**config.mk**
```make
export PLATFORM = sky130hd
export DESIGN_NAME = pipe_ctrl
export DESIGN_NICKNAME = d
export VERILOG_FILES = /design/src/rtl/pipe_ctrl_pkg.sv /design/src/rtl/pipe_ctrl_lfsr16.sv /design/src/rtl/pipe_ctrl.sv
export SDC_FILE = /design/constraint.sdc
export NUM_CORES = 1
export LEC_CHECK = 0
export BUFFER_PORTS_ARGS = -buffer_cell sky130_fd_sc_hd__buf_2
export CORE_UTILIZATION = 30
export CTS_BUF_LIST = sky130_fd_sc_hd__clkbuf_8 sky130_fd_sc_hd__clkbuf_16
export DETAILED_ROUTE_END_ITERATION = 8
export SYNTH_ARGS = -nofsm -noshare
export SYNTH_HDL_FRONTEND = slang
export SYNTH_HIERARCHICAL = 1
export SYNTH_SLANG_ARGS = --single-unit
```
**constraint.sdc**
```tcl
create_clock -name clk_ms -period 7.63 [get_ports clk_ms]
set_input_delay 0 -clock clk_ms [delete_from_list [all_inputs] [get_ports clk_ms]]
set_output_delay 0 -clock clk_ms [all_outputs]
set_load 0.05 [all_outputs]
```
**src/rtl/pipe_ctrl_pkg.sv**
```systemverilog
// Shared game definitions for the pipe controller, bird controller and renderer:
// game-state encoding, screen geometry, pipe geometry, scroll timing, LFSR seed,
// and the helper that maps an LFSR byte onto a gap-top Y coordinate.
package pipe_ctrl_pkg;

    typedef enum logic [1:0] {
        ST_READY    = 2'd0,
        ST_PLAY     = 2'd1,
        ST_OVER     = 2'd2,
        ST_OVER_ALT = 2'd3
    } game_state_e;

    localparam int SCREEN_W = 640;
    localparam int SCREEN_H = 480;

    // X geometry (10-bit unsigned)
    localparam logic [9:0] H_POS      = 10'd320;  // bird column, score point
    localparam logic [9:0] SLOT_WIDTH = 10'd60;
    localparam logic [9:0] X_WRAP     = 10'd700;  // fully off-screen spawn column
    localparam logic [9:0] PIPE_GAP   = 10'd350;

    // Y geometry (9-bit, up-positive)
    localparam logic [8:0] SLOT_HEIGHT = 9'd100;
    localparam logic [8:0] LAND_HEIGHT = 9'd100;
    localparam logic [8:0] Y_MIN       = 9'd220;
    localparam logic [8:0] Y_SPAN      = 9'd200;
    localparam logic [8:0] Y_RESET     = 9'd300;

    localparam int         SPEED_DIV_DEF = 4;
    localparam logic [15:0] LFSR_SEED    = 16'hACE1;

    // A single conditional subtract folds 0..255 into 0..Y_SPAN-1; valid
    // because Y_SPAN is at least half the byte range.
    function automatic logic [8:0] new_gap_y(input logic [7:0] r);
        logic [8:0] t;
        t = {1'b0, r};
        if (t >= Y_SPAN) begin
            t = t - Y_SPAN;
        end
        return Y_MIN + t;
    endfunction

endpackage

```
**src/rtl/pipe_ctrl_lfsr16.sv**
```systemverilog
// 16-bit Fibonacci LFSR, taps 16,14,13,11, shifting right with feedback into
// bit 15. Free-running; only rst_n reloads the seed, so the sequence position
// at spawn time depends on how long the player idles.
// Ports:
//   clk_ms  in   game clock
//   rst_n   in   async active-low reset
//   q       out  current LFSR state
module lfsr16
    import pipe_ctrl_pkg::*;
(
    input  logic        clk_ms,
    input  logic        rst_n,
    output logic [15:0] q
);

    logic fb;

    assign fb = q[0] ^ q[2] ^ q[3] ^ q[5];

    always_ff @(posedge clk_ms or negedge rst_n) begin
        if (!rst_n) begin
            q <= LFSR_SEED;
        end else begin
            q <= {fb, q[15:1]};
        end
    end

endmodule

```
**src/rtl/pipe_ctrl.sv**
```systemverilog
// Pipe controller: scrolls two pipes leftward one pixel every SPEED_DIV game
// clocks while in PLAY, re-spawns each at X_WRAP with a pseudo-random gap top,
// and keeps a saturating 2-digit BCD score of pipes passing the bird column.
// Pipe 2 stays parked at X_WRAP until pipe 1 has travelled PIPE_GAP pixels.
// Ports:
//   clk_ms      in   1 kHz game clock
//   rst_n       in   async active-low reset
//   state       in   game state (READY / PLAY / OVER, 3 behaves as OVER)
//   pip1_X/Y    out  pipe 1 right edge X, gap top Y
//   pip2_X/Y    out  pipe 2 right edge X, gap top Y
//   score       out  BCD {tens,ones}, saturates at 8'h99
//   pass_pulse  out  one-cycle strobe when a pipe reaches the bird column
module pipe_ctrl
    import pipe_ctrl_pkg::*;
#(
    parameter int SPEED_DIV = SPEED_DIV_DEF
) (
    input  logic       clk_ms,
    input  logic       rst_n,
    input  logic [1:0] state,
    output logic [9:0] pip1_X,
    output logic [8:0] pip1_Y,
    output logic [9:0] pip2_X,
    output logic [8:0] pip2_Y,
    output logic [7:0] score,
    output logic       pass_pulse
);

    localparam int DIV_W = (SPEED_DIV > 1) ? $clog2(SPEED_DIV) : 1;
    localparam logic [DIV_W-1:0] DIV_LAST = DIV_W'(SPEED_DIV - 1);
    localparam logic [DIV_W-1:0] DIV_ONE  = DIV_W'(1);

    logic [DIV_W-1:0] div_cnt, div_nxt;
    logic [9:0]       p1x_nxt, p2x_nxt;
    logic [8:0]       p1y_nxt, p2y_nxt;
    logic [7:0]       score_nxt;
    logic             armed, armed_nxt;
    logic             pulse_nxt;
    logic             step;
    logic [15:0]      lfsr_q;
    logic [8:0]       spawn_y;
    logic             unused_lfsr_hi;

    function automatic logic [7:0] bcd_inc(input logic [7:0] s);
        if (s == 8'h99) begin
            return s;
        end else if (s[3:0] == 4'd9) begin
            return {s[7:4] + 4'd1, 4'd0};
        end else begin
            return {s[7:4], s[3:0] + 4'd1};
        end
    endfunction

    lfsr16 u_lfsr (
        .clk_ms (clk_ms),
        .rst_n  (rst_n),
        .q      (lfsr_q)
    );

    // Both pipes share one spawn value; wraps cannot coincide given the spacing.
    assign spawn_y        = new_gap_y(lfsr_q[7:0]);
    assign unused_lfsr_hi = ^lfsr_q[15:8];

    always_comb begin
        div_nxt   = div_cnt;
        p1x_nxt   = pip1_X;
        p1y_nxt   = pip1_Y;
        p2x_nxt   = pip2_X;
        p2y_nxt   = pip2_Y;
        armed_nxt = armed;
        score_nxt = score;
        pulse_nxt = 1'b0;
        step      = 1'b0;

        case (state)
            ST_READY: begin
                div_nxt   = '0;
                p1x_nxt   = X_WRAP;
                p1y_nxt   = Y_RESET;
                p2x_nxt   = X_WRAP;
                p2y_nxt   = Y_RESET;
                armed_nxt = 1'b0;
                score_nxt = 8'h00;
            end
            ST_PLAY: begin
                if (div_cnt == DIV_LAST) begin
                    div_nxt = '0;
                    step    = 1'b1;
                end else begin
                    div_nxt = div_cnt + DIV_ONE;
                end
            end
            default: ;  // OVER: everything holds
        endcase

        if (step) begin
            if (pip1_X == 10'd0) begin
                p1x_nxt = X_WRAP;
                p1y_nxt = spawn_y;
            end else begin
                p1x_nxt = pip1_X - 10'd1;
            end

            if (armed) begin
                if (pip2_X == 10'd0) begin
                    p2x_nxt = X_WRAP;
                    p2y_nxt = spawn_y;
                end else begin
                    p2x_nxt = pip2_X - 10'd1;
                end
            end else if (p1x_nxt == X_WRAP - PIPE_GAP) begin
                // Pipe 2 gets its first gap now and starts moving next step.
                armed_nxt = 1'b1;
                p2y_nxt   = spawn_y;
            end

            // A parked pipe 2 sits at X_WRAP, so it can never match H_POS.
            if (p1x_nxt == H_POS || p2x_nxt == H_POS) begin
                pulse_nxt = 1'b1;
                score_nxt = bcd_inc(score);
            end
        end
    end

    always_ff @(posedge clk_ms or negedge rst_n) begin
        if (!rst_n) begin
            div_cnt    <= '0;
            pip1_X     <= X_WRAP;
            pip1_Y     <= Y_RESET;
            pip2_X     <= X_WRAP;
            pip2_Y     <= Y_RESET;
            armed      <= 1'b0;
            score      <= 8'h00;
            pass_pulse <= 1'b0;
        end else begin
            div_cnt    <= div_nxt;
            pip1_X     <= p1x_nxt;
            pip1_Y     <= p1y_nxt;
            pip2_X     <= p2x_nxt;
            pip2_Y     <= p2y_nxt;
            armed      <= armed_nxt;
            score      <= score_nxt;
            pass_pulse <= pulse_nxt;
        end
    end

endmodule

```
Yosys cells after proc, flatten, opt, wreduce, memory -nomap -nowiden. Index checks and enable logic that the tools add are counted.

Bits in read-only memories: 0. Memories kept: 0. Memory bits (writable): 0. Latch bits: 0. Output and inout port bits: 47. Word-level logic and storage cells: 70. Input bits: 4. Bits in registers: 66.

$add $sub $neg: 7. Magnitude comparators: 1. Bitwise operators: 3. Eq/ne operators: 9. Multipliers: 0. Reductions and logical operators: 7. Div/mod/pow operators: 0. Multiplexer cells: 33. Shift-type cells: 0.

Operators with widths (number): $mux 10 (9); $mux 9 (9); $mux 8 (5); $eq 10x9->1 const B (3); $logic_not 10->1 (2); $sub 10x1->10 const B (2); $add 8x9->9 const A (1); $sub 8x8->9 const B (1); $add 4x1->4 const B (2); $eq 8x8->1 const B (1); $ge 8x8->1 const B (1); $mux 1 (8); $eq 4x4->1 const B (1); $pmux 2 s2 (1); $reduce_bool 2->1 (2); $ne 3x2->1 const B (1); $ne 3x3->1 const B (1); $xor 1x1->1 (3); $add 2x1->2 const B (1); $eq 2x1->1 const B (1); $eq 2x2->1 const B (1); $logic_not 2->1 (1); $mux 2 (1); $reduce_and 2->1 (1); $logic_or 1x1->1 (1).

Longest topological paths before layout. Gate-level depths: netlist of the first run.

Depth in word-level cells: 8. Depth in mapped cells: 11. Mapped depth without buffers: 11.

Cells and area by module. The synthesis of the first run kept the hierarchy.

By module, submodules not included: pipe_ctrl (times used 1, area each 3110.5 µm², cells an instance 355); lfsr16 (times used 1, area each 436.7 µm², cells an instance 19).

Worst setup path before layout of the first run. No wires, ideal clock.

Kind: reg2reg. From: register pip2_X[0]. To: register score[4]. Stages on the path, launching flop included: 12. Setup time: 0.086 ns. Clock period less this slack: 2.896 ns. Data arrival time: 2.810 ns. Setup slack: 4.734 ns. Required time: 7.544 ns. Cells stage by stage: dfrtp_1 > inv_1 > ha_1 > or3b_2 > nor4_1 > a221oi_1 > a2111oi_0 > a2bb2o_1 > buf_6 > and3_4 > buf_6 > mux2i_1.

Cells in the longest elaborated chain, start to end: 8.

RTL lines: start: declaration (RTL line pipe_ctrl.sv:23) `output logic [9:0] pip2_X,`; start signal: assignment (RTL line pipe_ctrl.sv:139) `pip2_X <= p2x_nxt;`; $sub 10x1->10 or $logic_not 10->1 (tied branches) (RTL line pipe_ctrl.sv:109, pipe_ctrl.sv:105); $mux 10 (RTL line pipe_ctrl.sv:105) `if (pip2_X == 10'd0) begin`; $mux 10 (*) (RTL line pipe_ctrl.sv:104) `if (armed) begin`; $mux 10 (*) (RTL line pipe_ctrl.sv:96) `if (step) begin`; $eq 10x9->1 (*) (RTL line pipe_ctrl.sv:118) `if (p1x_nxt == H_POS || p2x_nxt == H_POS) begin`; $logic_or 1x1->1 (*) (RTL line pipe_ctrl.sv:118); $ne 3x2->1 (no line) (tied with other cells); $reduce_and 2->1 (no line) or $mux 8 (tied branches); end signal: assignment (RTL line pipe_ctrl.sv:142) `score <= score_nxt;`; end: declaration (RTL line pipe_ctrl.sv:25) `output logic [7:0] score,`.

Every way passes the cells marked *; elsewhere a longest branch is shown, timed or not. The select of a mux whose other input is x is not followed. A chain may end at the register's enable or synchronous reset.

Final worst setup path of the first run.
From: register pip2_X[0]. To: register score[3].

Cells in the longest elaborated chain, start to end: 8.

RTL lines (RTL line): $sub 10x1->10 or $logic_not 10->1 (tied branches) (pipe_ctrl.sv:109, pipe_ctrl.sv:105); $mux 10 (pipe_ctrl.sv:105); $mux 10 (*) (pipe_ctrl.sv:104); $mux 10 (*) (pipe_ctrl.sv:96); $eq 10x9->1 (*) (pipe_ctrl.sv:118); $logic_or 1x1->1 (*) (pipe_ctrl.sv:118); $mux 8 (pipe_ctrl.sv:118); $mux 8 (pipe_ctrl.sv:96).

Marks and branches as above.

==> flow_metrics.tcl, run 1 <==
set metrics [dict create \
    outcome "completed" \
    p_int_mw 0.6087 \
    grt_pass1_vias 3001 \
    period_needed_ns 3.329 \
    finalCritPeriodShare 0.4363 \
    vdd_drop_max_mv 0.1342 \
    numPortBuffers 50 \
    grt_max_degree 67 \
    grt_pass1_wl_mm 15.16 \
    r2r_setup_slack_ns 4.30 \
    synth_area_leaders "dfrtp_1 (27%), dfstp_2 (21%), o21ai_0 (4.9%), mux2i_1 (4.8%), nor2_1 (3.8%)" \
    insertedDiodeCount 0 \
    finalClockSkew_ns 0.002930 \
    crit_start "pip2_X[0]$_DFF_PN0_" \
    die-area_mm2 0.01226 \
    hold_depth 6 \
    finalSetupViolCount 0 \
    nNetsFinal 432 \
    leakagePower_nw 1.833 \
    synthFlopType "dfrtp_1" \
    synthCells 374 \
    cts_buffers 9 \
    critPathArrivalTime_ns 3.58 \
    cts_root_buf "clkbuf_16" \
    cts_hold_buffers 2 \
    fill_cells 1169 \
    crit_type "reg2reg" \
    boundaryPins 51 \
    holdCritPathClass "in2reg" \
    hold_violations 0 \
    yosysSeqAreaShare 0.4755 \
    seqPwrFrac 0.457 \
    rows 39 \
    max_freq_ghz 0.3004 \
    drive_gt1_frac 0.2465 \
    grt_setup_unrepaired "no" \
    drt-total-wl_mm 8.903 \
    vias_per_cell 5.360 \
    cap_violations 0 \
    die_w_um 110.7 \
    synth_nets 385 \
    p_switching_mw 0.2162 \
    worstMarginPinSlew_ns 0.8399 \
    reg2reg_from "pip2_X[0]$_DFF_PN0_" \
    cp_max_fo 9 \
    syn2layout_area_growth_pct 18.41 \
    clkSinkCount 66 \
    core_mm2 0.01147 \
    cts_max_path_buffers 2 \
    comb_power_share 0.081 \
    slew_violations 0 \
    slew_headroom 0.4401 \
    power.total_mw 0.8250 \
    yosys.area.top_type "dfrtp_1" \
    holdPathEnd "pip2_X[9]$_DFF_PN1_" \
    h-tree-depth 3 \
    ys_ff_latch 66 \
    ys_types 64 \
    drt_iter0_drc 160 \
    grt.total_usage 0.1530 \
    p_clk_frac 0.462 \
    vias 3050 \
    rr_worst_depth 9 \
    synth_edf_count 0 \
    crit_path_start_kind "flop" \
    ys.warnings.count 6 \
    post-dp-hpwl_mm 6.122 \
    synth_area_mm2 0.003547 \
    synth_area_per_cell_um2 9.484 \
    cts_tree "done" \
    post-route-drc-count 0 \
    insertion_delay_ns 0.33 \
    postCtsSetupBuffers 0 \
    cts-resized-gates 0 \
    hold_slack_ns 0.1623 \
    worstHoldStart "state[0]" \
    die_h_um 110.7 \
    floorplan.initialDensity 0.3093 \
    yosysTopAreaCellShare 0.2681 \
    overflow 0 \
    fin_util 0.3663 \
    swShare 0.2621 \
    regToRegEndpoint "score[3]$_DFFE_PN0P_" \
    wl_per_cell_um 15.65 \
    first_pass_iters 4 \
    crit_path_end_kind "flop" \
    worstPathRequired_ns 7.88 \
    drtAntennaViolNets 0 \
    antenna_found_initial 0 \
    clk_pin_slew_ns 0.05 \
    setup_tns_ns 0 \
    p_per_area_mw_per_mm2 196.4 \
    async_flop_share 1.000 \
    gp_congestion 0.8806 \
]
-- placed cells by master, fill, tap and decap left out, types with 3 or more instances in the layout --
master | synthesis | final
o31ai_1 | 3 | 3
or2_2 | 3 | 3
nor2b_1 | 5 | 5
or4_1 | 3 | 3
a22o_1 | 3 | 3
xnor2_1 | 9 | 9
clkbuf_16 | 0 | 9
inv_1 | 18 | 18
a211oi_1 | 3 | 3
mux2i_1 | 17 | 17
or3_1 | 4 | 4
nor2_1 | 36 | 36
ha_1 | 7 | 7
clkinvlp_4 | 0 | 3
nor4_1 | 5 | 5
nand3_1 | 13 | 13
o21ai_0 | 35 | 35
buf_4 | 0 | 3
o211ai_1 | 3 | 3
a21oi_1 | 16 | 16
nand2_1 | 34 | 34
dfstp_2 | 28 | 28
nor3_1 | 10 | 10
buf_2 | 4 | 50
nand4_1 | 3 | 3
a31oi_1 | 6 | 6
xor2_1 | 4 | 4
dfrtp_1 | 38 | 38
-- Yosys cell counts (4+ instances only) --
| master | instances |
|---|---|
| a31oi_1 | 6 |
| buf_2 | 4 |
| xnor2_1 | 9 |
| o21ai_0 | 35 |
| dfstp_2 | 28 |
| xor2_1 | 4 |
| ha_1 | 7 |
| nand3_1 | 13 |
| inv_1 | 18 |
| or3_1 | 4 |
| nand2_1 | 34 |
| dfrtp_1 | 38 |
| nor2b_1 | 5 |
| clkbuf_1 | 11 |
| nor3_1 | 10 |
| nor2_1 | 36 |
| nor4_1 | 5 |
| a21oi_1 | 16 |
| mux2i_1 | 17 |
-- worst max path at each step --
| stage | endpoint | slack (ns) | depth (start not counted) |
|---|---|---|---|
| finish | score[3]$_DFFE_PN0P_ | 4.30 | 9 |
| global route | score[3]$_DFFE_PN0P_ | 4.08 | 9 |
| CTS | score[3]$_DFFE_PN0P_ | 4.33 | 9 |
| detailed placement | score[3]$_DFFE_PN0P_ | 4.36 | 9 |
| global placement | score[4]$_DFFE_PN0P_ | 4.41 | 9 |
| floorplan | score[4]$_DFFE_PN0P_ | 4.73 | 11 |
-- flip-flops by register name (all words and copies together), names as in the netlist --
name / flops
u_lfsr/q: 16
pip1_X: 10
pip2_X: 10
pip1_Y: 9
pip2_Y: 9
score: 8
div_cnt: 2
armed: 1
pass_pulse: 1
-- kinds of logic after synthesis --
family                   after synthesis  synth area share
multiplexers                          17           0.04797
adder cells (fa/ha/maj)                7           0.02469
AO/OA/AOI/OAI                         97            0.1757
AND/OR/NAND/NOR                      137            0.1972
XOR/XNOR                              13           0.03210
buffers and inverters                 37           0.04691
flip-flops                            66            0.4755
-- per-stage QoR --
step                      cells  cell area (um2)  setup slack, ns
after floorplan             374             3547            4.734
after global placement      551             3900            4.414
after detailed placement    551             3900            4.360
after CTS                   569             4200            4.333
after global routing        569             4200            4.083
final                       569             4200            4.301
-- cell type report --
type | instances | area, um2 | area share
clock buffers | 10 | 239.0 | 0.05690
well taps | 143 | 178.9 | 0.04260
flip-flops and latches | 66 | 1687 | 0.4015
inverters | 18 | 67.56 | 0.01609
multi-input cells | 271 | 1694 | 0.4033
clock inverters | 6 | 41.29 | 0.009830
repair buffers | 55 | 292.8 | 0.06971
-- power by group through the flow --
| stage | combinational (mW) | clock [mW] | sequential, mW |
|---|---|---|---|
| finish | 0.0671 | 0.381 | 0.377 |
| detailed placement | 0.0669 | 0 | 0.383 |
| CTS | 0.0680 | 0.394 | 0.377 |
| global placement | 0.0653 | 0 | 0.382 |
| global route | 0.0737 | 0.406 | 0.379 |
| floorplan | 0.0358 | 0 | 0.391 |
-- layer usage --
metal  vias up  GRT usage  wire, um
met4         0    0.05422       136
li1       1448          -         -
met3        17    0.04319       488
met1      1488     0.1951      3962
met5         -          0         0
met2        97     0.2476      4315
-- critical path: stages, from the launching register on --
cell       delay (ns)
dfrtp_1          0.46
inv_1            0.13
ha_1             0.34
or3b_2           0.51
nor4_1           0.31
a221oi_1         0.13
a2111oi_0        0.47
a2bb2o_1         0.40
o41a_1           0.28
mux2i_1          0.21
Note: power is estimated with default switching activity, not from simulation.
==> run 2, diff against run 1 <==
--- a/config.mk
+++ b/config.mk
@@ -5,6 +5,7 @@
 export SDC_FILE = /design/constraint.sdc
 export NUM_CORES = 1
 export LEC_CHECK = 0
+export ABC_AREA = 1
 export BUFFER_PORTS_ARGS = -buffer_cell sky130_fd_sc_hd__buf_2
 export CORE_UTILIZATION = 30
 export CTS_BUF_LIST = sky130_fd_sc_hd__clkbuf_8 sky130_fd_sc_hd__clkbuf_16
==> constraint.sdc (replaced) <==
create_clock -name clk_ms -period 2.9 [get_ports clk_ms]
set_input_delay 0 -clock clk_ms [delete_from_list [all_inputs] [get_ports clk_ms]]
set_output_delay 0 -clock clk_ms [all_outputs]
set_load 0.05 [all_outputs]
==> flow_metrics.tcl, run 2 <==
set metrics [dict create \
    synthMuxAreaShare 0 \
    overflow 0 \
    largest_reg_flops 16 \
    layout_common_cells "nand2_1 (148), inv_1 (59), nor2_1 (54)" \
    synthFlopType "dfrtp_1" \
    vdd_drop_max_mv 0.2460 \
    insertedDiodeCount 0 \
    max_freq_ghz 0.3991 \
    fill_cells 1327 \
    worstPathCellList "inv_1 -> ha_1 -> nand2_2 -> nor2_2 -> nand3_2 -> nand2_1 -> nand2_1 -> nor2_1 -> nand3_1 -> nor2_1 -> nand2_2 -> nand2_4 -> nand2_4 -> nand2_1 -> nand2_1 -> nand2_1 -> nand2_1" \
    antenna_found_initial 0 \
    postCtsSetupBuffers 0 \
    synth_nets 534 \
    hold_violations 0 \
    post-dp-hpwl_mm 7.180 \
    yosysSeqAreaShare 0.4358 \
    wl_met1_mm 4.632 \
    core_mm2 0.01262 \
    yosys.area.top_type "dfrtp_1" \
    cap_violations 0 \
    grt.total_usage 0.1649 \
    synth-simple-area-share 0.3188 \
    grt_max_degree 67 \
    crit_path_end_kind "flop" \
    synth_area_leaders "dfrtp_1 (25%), dfstp_2 (19%), nand2_1 (14%), inv_1 (5.7%), nand3_1 (5.4%)" \
    critPathArrivalTime_ns 2.74 \
    grt_pass1_wl_mm 16.95 \
    first_pass_iters 5 \
    grt_setup_unrepaired "no" \
    slew_violations 0 \
    grt_pass1_vias 3481 \
    wl_per_cell_um 13.33 \
    vias_per_cell 4.892 \
    slew_headroom 0.4465 \
    synth_area_per_cell_um2 7.400 \
    crit_type "reg2reg" \
    die-area_mm2 0.01336 \
    setup_tns_ns 0 \
    crit_path_start_kind "flop" \
    synth_area_mm2 0.003870 \
    multiInputGateArea_mm2 0.001873 \
    post-route-drc-count 0 \
    seqCellArea_mm2 0.001687 \
    hold_slack_ns 0.3525 \
    synth_edf_count 0 \
    clk_pin_slew_ns 0.06 \
    yosysMostFrequentCell "nand2_1" \
    drt_iter0_drc 325 \
    cts_tree "done" \
    fin_area_mm2 0.004712 \
    synth_top_family_by_area "simple AND/OR/NAND/NOR gates" \
    leakagePower_nw 2.281 \
    die_h_um 115.6 \
    period_needed_ns 2.506 \
    outcome "completed" \
    clkSinkCount 66 \
    top_layer "met4" \
    cts_buffers 9 \
    ys_ff_latch 66 \
    largest-register "u_lfsr/q" \
    cpMostUsedCell "nand2_1" \
    finalClockSkew_ns 0.005332 \
    wl_met2_mm 4.701 \
    h-tree-depth 3 \
    cts-resized-gates 0 \
    placed_area_mm2 0.004329 \
    cp_max_fo 7 \
    layout_commonest_cell "nand2_1" \
    insertion_delay_ns 0.34 \
    finalSetupViolCount 0 \
    holdCritPathClass "reg2reg" \
    synth_adder_area_share 0.02263 \
    drt-total-wl_mm 10.13 \
    die_w_um 115.6 \
    numPortBuffers 50 \
    floorplan.initialDensity 0.3067 \
    nNetsFinal 594 \
    cts_max_path_buffers 2 \
    syn2layout_area_growth_pct 21.76 \
    boundaryPins 51 \
    synthCells 523 \
    ys_types 37 \
    synth_compound_area_frac 0.1290 \
    drtAntennaViolNets 0 \
    finalCritPeriodShare 0.8641 \
    ys.warnings.count 6 \
    critPathMaxStageDelay_ns 0.39 \
    yosysTopAreaCellShare 0.2457 \
    p_per_area_mw_per_mm2 515.4 \
    vias 3718 \
    slowest_stage "dfrtp_1" \
    cts_root_buf "clkbuf_16" \
    gp_congestion 0.8892 \
    synth_xor_area_frac 0.01358 \
    yosys-top-cells-count "nand2_1 (148), inv_1 (59), nor2_1 (54)" \
    met3WireLength_um 509 \
    fin_util 0.3734 \
    rows 41 \
    async_flop_share 1.000 \
    drive_gt1_frac 0.2347 \
    worstPathRequired_ns 3.13 \
    r2r_setup_slack_ns 0.39 \
    worstMarginPinSlew_ns 0.8302 \
    reg_top3 "u_lfsr/q x16, pip1_X x10, pip2_X x10" \
]
==> run 2: per-layer routing <==
| layer | GRT usage | up-vias |
|---|---|---|
| met5 | 0 | - |
| met4 | 0.1004 | 0 |
| met3 | 0.02877 | 20 |
| met2 | 0.2575 | 122 |
| met1 | 0.2134 | 1757 |
| li1 | - | 1819 |
==> run 2: final timing paths <==
| kind | from | endpoint | depth (start not counted) |
|---|---|---|---|
| setup reg to reg | pip2_X[0]$_DFF_PN0_ | score[7]$_DFFE_PN0P_ | 17 |
| setup / recovery | pip2_X[0]$_DFF_PN0_ | score[7]$_DFFE_PN0P_ | 17 |
| min in group asynchronous | rst_n | pip1_Y[6]$_DFF_PN0_ | 3 |
| max in group asynchronous | rst_n | div_cnt[1]$_DFFE_PN0P_ | 3 |
| hold / removal | u_lfsr/q[12]$_DFF_PN0_ | u_lfsr/q[11]$_DFF_PN1_ | 0 |
| hold reg to reg | u_lfsr/q[12]$_DFF_PN0_ | u_lfsr/q[11]$_DFF_PN1_ | 0 |
==> run 2: layout make-up <==
cell class              count  share of cell area
well taps                 172             0.04567
inverters                  69             0.05497
flip-flops and latches     66              0.3579
clock buffers              11             0.05364
repair buffers             59             0.06904
multi-input cells         378              0.3975
clock inverters             5             0.02124
==> run 2: cells by family (layout without fill, tap and decap cells) <==
| family | Yosys count | in the layout |
|---|---|---|
| AO/OA/AOI/OAI | 85 | 85 |
| flip-flops | 66 | 66 |
| AND/OR/NAND/NOR | 280 | 280 |
| XOR/XNOR | 6 | 6 |
| adder cells (fa/ha/maj) | 7 | 7 |
| buffers and inverters | 79 | 144 |
==> run 2: report_power, final <==
part	switching [mW]	leakage, nW	internal, mW	total, mW
sequential	0.0145	0.820	0.941	0.956
combinational	0.133	1.28	0.0440	0.177
clock	0.413	0.176	0.883	1.30
==> run 2: through the flow <==
step	worst slack [ns]	power, mW	cells
final	0.3941	2.428	760
after CTS	0.4039	2.456	760
after detailed placement	0.4538	1.146	741
after global routing	0.2335	2.519	760
after floorplan	0.5825	1.084	523
after global placement	0.4776	1.142	741
==> run 2: timing repair <==
| item | CTS | global route |
|---|---|---|
| endpoints found under the setup margin | 0 | 0 |
| hold buffers | 3 | 0 |
| hold endpoints to repair | 40 | 0 |
==> run 2: critical path, delay by kind of cell, from the launching register on <==
family / cells / cell delay, ns
simple gates: 15 / 1.60
fa+ha+maj: 1 / 0.24
buf+inv: 1 / 0.16
flops: 1 / 0.39
